File: src/rtl/regfile_mp.sv
// Multi-port integer register file: two write ports, same-cycle write-to-read bypass,
// and one pending-write (busy) bit per register for the decode-stage scoreboard.
module regfile_mp #(
    parameter int unsigned XLEN     = 32,
    parameter int unsigned NREGS    = 32,
    parameter int unsigned NUM_RD   = 2,
    parameter int unsigned BYPASS   = 1,
    parameter int unsigned ZERO_REG = 1
) (
    input  logic                       clk,
    input  logic                       rst_n,
    input  logic [NUM_RD*$clog2(NREGS)-1:0] rd_addr,
    output logic [NUM_RD*XLEN-1:0]     rd_data,
    output logic [NUM_RD-1:0]          rd_busy,
    input  logic [1:0]                 wr_en,
    input  logic [2*$clog2(NREGS)-1:0] wr_addr,
    input  logic [2*XLEN-1:0]          wr_data,
    input  logic                       issue_en,
    input  logic [$clog2(NREGS)-1:0]   issue_addr,
    input  logic                       flush
);

    localparam int unsigned AW     = $clog2(NREGS);
    localparam int unsigned NSLOTS = 1 << AW;

    // Per-address legality: inside NREGS and not the hardwired zero register.
    function automatic logic [NSLOTS-1:0] valid_mask();
        logic [NSLOTS-1:0] m;
        for (int unsigned i = 0; i < NSLOTS; i++) begin
            m[i] = (i < NREGS) && !((ZERO_REG != 0) && (i == 0));
        end
        return m;
    endfunction

    localparam logic [NSLOTS-1:0] VALID_MASK = valid_mask();

    logic [XLEN-1:0]   regs_q [NSLOTS];
    logic [XLEN-1:0]   regs_d [NSLOTS];
    logic [NSLOTS-1:0] busy_q;
    logic [NSLOTS-1:0] busy_d;

    logic [AW-1:0]     wr_addr_p [2];
    logic [XLEN-1:0]   wr_data_p [2];
    logic [1:0]        wr_ok;
    logic              issue_ok;

    // Unpack write ports and qualify them against the address map.
    always_comb begin
        for (int p = 0; p < 2; p++) begin
            wr_addr_p[p] = wr_addr[p*AW +: AW];
            wr_data_p[p] = wr_data[p*XLEN +: XLEN];
            wr_ok[p]     = wr_en[p] && VALID_MASK[wr_addr_p[p]];
        end
        issue_ok = issue_en && VALID_MASK[issue_addr];
    end

    // Port 1 is applied after port 0 so it wins a same-address collision;
    // issue is applied last so a new producer overrides a same-cycle writeback.
    always_comb begin
        regs_d = regs_q;
        busy_d = flush ? '0 : busy_q;
        for (int p = 0; p < 2; p++) begin
            if (wr_ok[p]) begin
                regs_d[wr_addr_p[p]] = wr_data_p[p];
                busy_d[wr_addr_p[p]] = 1'b0;
            end
        end
        if (issue_ok) begin
            busy_d[issue_addr] = 1'b1;
        end
    end

    always_ff @(posedge clk or negedge rst_n) begin
        if (!rst_n) begin
            for (int i = 0; i < NSLOTS; i++) begin
                regs_q[i] <= '0;
            end
            busy_q <= '0;
        end else begin
            regs_q <= regs_d;
            busy_q <= busy_d;
        end
    end

    // Combinational read ports; reset forces zero so in-flight bypass data cannot leak out.
    for (genvar k = 0; k < NUM_RD; k++) begin : g_rd
        logic [AW-1:0]   ra;
        logic [XLEN-1:0] data_c;
        logic            busy_c;

        assign ra = rd_addr[k*AW +: AW];

        always_comb begin
            data_c = regs_q[ra];
            busy_c = busy_q[ra];
            if (BYPASS != 0) begin
                for (int p = 0; p < 2; p++) begin
                    if (wr_ok[p] && (wr_addr_p[p] == ra)) begin
                        data_c = wr_data_p[p];
                        busy_c = 1'b0;
                    end
                end
            end
            if (!rst_n || !VALID_MASK[ra]) begin
                data_c = '0;
                busy_c = 1'b0;
            end
        end

        assign rd_data[k*XLEN +: XLEN] = data_c;
        assign rd_busy[k]              = busy_c;
    end

endmodule
File: config.mk
export PLATFORM = sky130hd
export DESIGN_NAME = regfile_mp
export DESIGN_NICKNAME = d
export VERILOG_FILES = /design/src/rtl/regfile_mp.sv
export SDC_FILE = /design/constraint.sdc
export NUM_CORES = 2
export LEC_CHECK = 0
export BUFFER_PORTS_ARGS = -buffer_cell sky130_fd_sc_hd__buf_2
export CORE_UTILIZATION = 40
export CTS_CLUSTER_DIAMETER = 80
export CTS_CLUSTER_SIZE = 8
export DETAILED_ROUTE_END_ITERATION = 7
export HOLD_SLACK_MARGIN = 0.03
export PLACE_DENSITY = 0.66
export SLEW_MARGIN = 20
export SYNTH_ARGS = -nofsm -noshare
export SYNTH_HDL_FRONTEND = slang
export SYNTH_SLANG_ARGS = --single-unit
export TNS_END_PERCENT = 30
File: constraint.sdc
create_clock -name clk -period 4.75 [get_ports clk]
set_clock_uncertainty 0.15 [all_clocks]
set_input_delay 0.95 -clock clk [delete_from_list [all_inputs] [get_ports clk]]
set_output_delay 0.95 -clock clk [all_outputs]
set_load 0.02 [all_outputs]
==> summary.txt <==
Run status
  • Status: finished, final reports clean

Power
  • Comb pwr share: 24.8%
  • Lkg Pwr: ~36 nW
  • Post-layout power: 0.0309 W
  • Net Sw Frac: 33.7%
  • Switch Pwr: a little over 0.01 W
  • Flop pwr share: about 43%
  • Cell area power density: 409 mW/mm2
  • Clock power share: 31.9%
  • VDD IR max: between 0.3 and 0.4 mV
  • Int Power: 0.0205 W

CTS
  • Clock latency at the later pin of the worst-skew pair: 790 ps
  • CTS tree: built
  • CTS Buf Count: 150
  • H-tree depth: 4
  • Clock transition at the registers of the reported paths: 50 ps
  • Root buffer cell: clkbuf_16
  • Clock Tree Buf Depth: 3
  • # clock sinks: 1056

Finish
  • Final net count: 7191
  • Area grow syn2layout: 10.8%
  • Sequential Area: ~0.026 mm2
  • Area of the multi-input gates: between 0.03 and 0.04 mm2
  • Fillers: about 16k
  • Layout cells sized above 1: 10.8%

Global routing
  • All-Layer GR Usage: approximately 34%
  • Number of global-route vias before repair: between 50k and 60k
  • Largest net degree at the start of global routing: 160
  • First-pass GRT wire length: 428 mm
  • Total gr overflow: 0
  • Initial antenna violation count: 35

Critical path
  • Critical path capture point type: output pin
  • Data arrival, critical path: 3580 ps
  • Crit-path max FO: 18
  • Req. time, crit path: 3650 ps
  • Crit path kind: primary input to output pin
  • Startpoint Class: primary input

Logic synthesis
  • Synth Flop Type: dfrtp_1
  • Post-Synthesis Cells: between 7k and 8k
  • Top post-synthesis cells by area: dfrtp_1 (39%), mux2i_1 (27%), a21oi_1 (7.7%)
  • Top-area cell type share of the netlist area: 38.8%
  • Post-synth EDFFs: 0
  • Avg Cell Area, Syn: 9.22 um2
  • Leading area contributor after synthesis: dfrtp_1
  • Post-Syn Area: 0.0682 mm2
  • Asr flop ratio synth: 100%
  • FF+latch count, synth: 1056
  • Sequential area share after synthesis: 38.8%
  • Synth unique cells: 55
  • Syn nets: about 7.5k
  • Synth Warn #: 0

Detailed routing
  • Post-DRT Antenna Nets: 0
  • DR pass1 iterations: 8
  • DRC viols: 0
  • Final wirelength: roughly 300 mm
  • Vias/cell: between 6 and 7
  • Routed via count: approximately 62k
  • DR iter-0 viols: 10.2k
  • Routed length per placed instance: 32.3 um

Timing
  • RSZ-0062 raised after global routing: false
  • Worst slew pin tran: 1300 ps
  • Final setup fails: 0
  • Max Slew Vio Count: 0
  • Final worst slack: 68.2 ps
  • Max_slew headroom: 13.6%
  • F_max: 214 MHz
  • Final min period: approximately 4700 ps
  • Final hold violation count: 0
  • Final setup TNS: 0 ps
  • Final Cycle Share: 98.6%

Die
  • Die Ht: 415 um
  • Die area: 0.172 mm2
  • Core Region: 0.169 mm2
  • Die X: 415 um
  • Num rows: 151
  • Starting Density: roughly 40%
  • I/O Pins: 161

Placed design
  • Placement Setup Slack: around 50 ps
  • Port Buffers: 160
  • RePlAce Congestion: approximately 0.94
  • Dpl hpwl: ~170 mm

Hold path
  • Worst min path class: register to register

Flow run
  • Max-cap check violation count: 0
[power by group through the flow]
stage	clock (W)	combinational, W	sequential (W)
2_1_floorplan	0	0.00554	0.0127
3_3_place_gp	0	0.00723	0.0132
3_5_place_dp	0	0.00745	0.0134
4_1_cts	0.00984	0.00746	0.0132
5_1_grt	0.0102	0.00825	0.0136
6_report	0.00984	0.00766	0.0134
[repair_timing]
action	CTS	global route
endpoints found under the setup margin	0	8
hold endpoints to repair	18	0
hold buffers	1	0
resized for setup	0	6
setup buffers	0	0
[Yosys cell counts (all sizes together) (4+ instances only)]
master and instances:
nor2b 56, o22ai 103, o21ai 273, mux2 17, xor2 8, a221oi 18
nand3b 9, mux4 52, nand4 38, a21oi 1048, xnor2 12, clkbuf 520
a2111oi 31, and2 6, a211o 16, o221ai 33, a211oi 35, a22o 47
nor2 848, buf 370, nand4b 19, nand2 474, and4 32, dfrtp 1056
mux2i 1859, a22oi 174, nor3 39, nand2b 15, or4b 4, nand3 164
[state kept, by name, indices dropped and copies added, names as in the netlist]
register  flops
regs_q     1024
busy_q       32
[worst paths after layout]
kind	from	slack [ps]	to	cells past startpoint
worst max-delay path	rd_addr[3]	70	rd_data[21]	10
worst min-delay path	regs_q[1020]$_DFF_PN0_	250	regs_q[1020]$_DFF_PN0_	0
worst max register to register	regs_q[922]$_DFF_PN0_	3570	regs_q[922]$_DFF_PN0_	3
worst min register to register	regs_q[1020]$_DFF_PN0_	250	regs_q[1020]$_DFF_PN0_	0
max in group asynchronous	rst_n	1630	regs_q[351]$_DFF_PN0_	5
min in group asynchronous	rst_n	480	regs_q[256]$_DFF_PN0_	2
[cell families (layout without fill, tap and decap cells)]
family	after synthesis	count (layout)	synth area share [%]
and+or+nand+nor	1718	1718	10.9
buffers and inverters	890	605	5.91
xor gates and xnor gates	20	20	0.257
DFF	1056	1056	38.8
AOI/OAI and AO/OA	1783	1783	14.9
muxes	1928	1928	29.3
other	0	25	0
[routing by layer]
layer	track usage, %	up-vias	wire, um
li1	-	25900	-
met1	43.2	30100	112000
met2	47.2	5098	123000
met3	11.2	1360	41300
met4	25.8	4	25600
met5	0	-	25
[critical path, stage by stage]
cell and delay [ps]:
buf_2 490, nand2b_2 160, buf_12 210, a2111oi_0 450, buf_4 210, nor3_1 50, and4_1 350, o21ai_1 340
buf_4 170, buf_2 150
[placed cells by master, fill, tap and decap left out, types with 22 or more instances in the layout]
| cell type | synthesis | final |
|---|---|---|
| buf_2 | 206 | 152 |
| buf_12 | 0 | 84 |
| buf_4 | 83 | 196 |
| o21ai_1 | 150 | 150 |
| and4_1 | 32 | 32 |
| dfrtp_1 | 1056 | 1056 |
| o21ai_0 | 123 | 123 |
| clkbuf_16 | 0 | 152 |
| nor3_1 | 37 | 33 |
| o22ai_1 | 103 | 103 |
| nand2_4 | 0 | 31 |
| diode_2 | 0 | 25 |
| nand2_1 | 474 | 437 |
| nor2_1 | 830 | 827 |
| nor2b_1 | 56 | 46 |
| a22o_1 | 47 | 47 |
| mux4_2 | 52 | 52 |
| a211oi_1 | 35 | 35 |
| nand4_1 | 38 | 38 |
| a2111oi_1 | 21 | 22 |
| mux2i_1 | 1859 | 1859 |
| nand3_1 | 164 | 155 |
| a22oi_1 | 174 | 174 |
| o221ai_1 | 33 | 33 |
| a21oi_1 | 1048 | 1048 |
[through the flow]
stage	util [%]	hold slack (ps)	cells	area, um2
after global placement	42.2	235	9161	71500
after global routing	44.6	254	9349	75500
after detailed placement	42.2	239	9161	71500
final	44.6	254	9353	75600
after floorplan	-	295	7395	68200
after CTS	44.6	250	9328	75500
[final cells by class]
cell class                 instances  share of cell area (%)
clock inverter                    12                   0.162
clock buffer                     154                    5.06
timing repair buffer             439                    5.30
multi-input combinational       5449                    50.7
tap                             2218                    3.67
antenna                           25                  0.0828
sequential                      1056                    35.0
(Power assumes the default switching activity.)
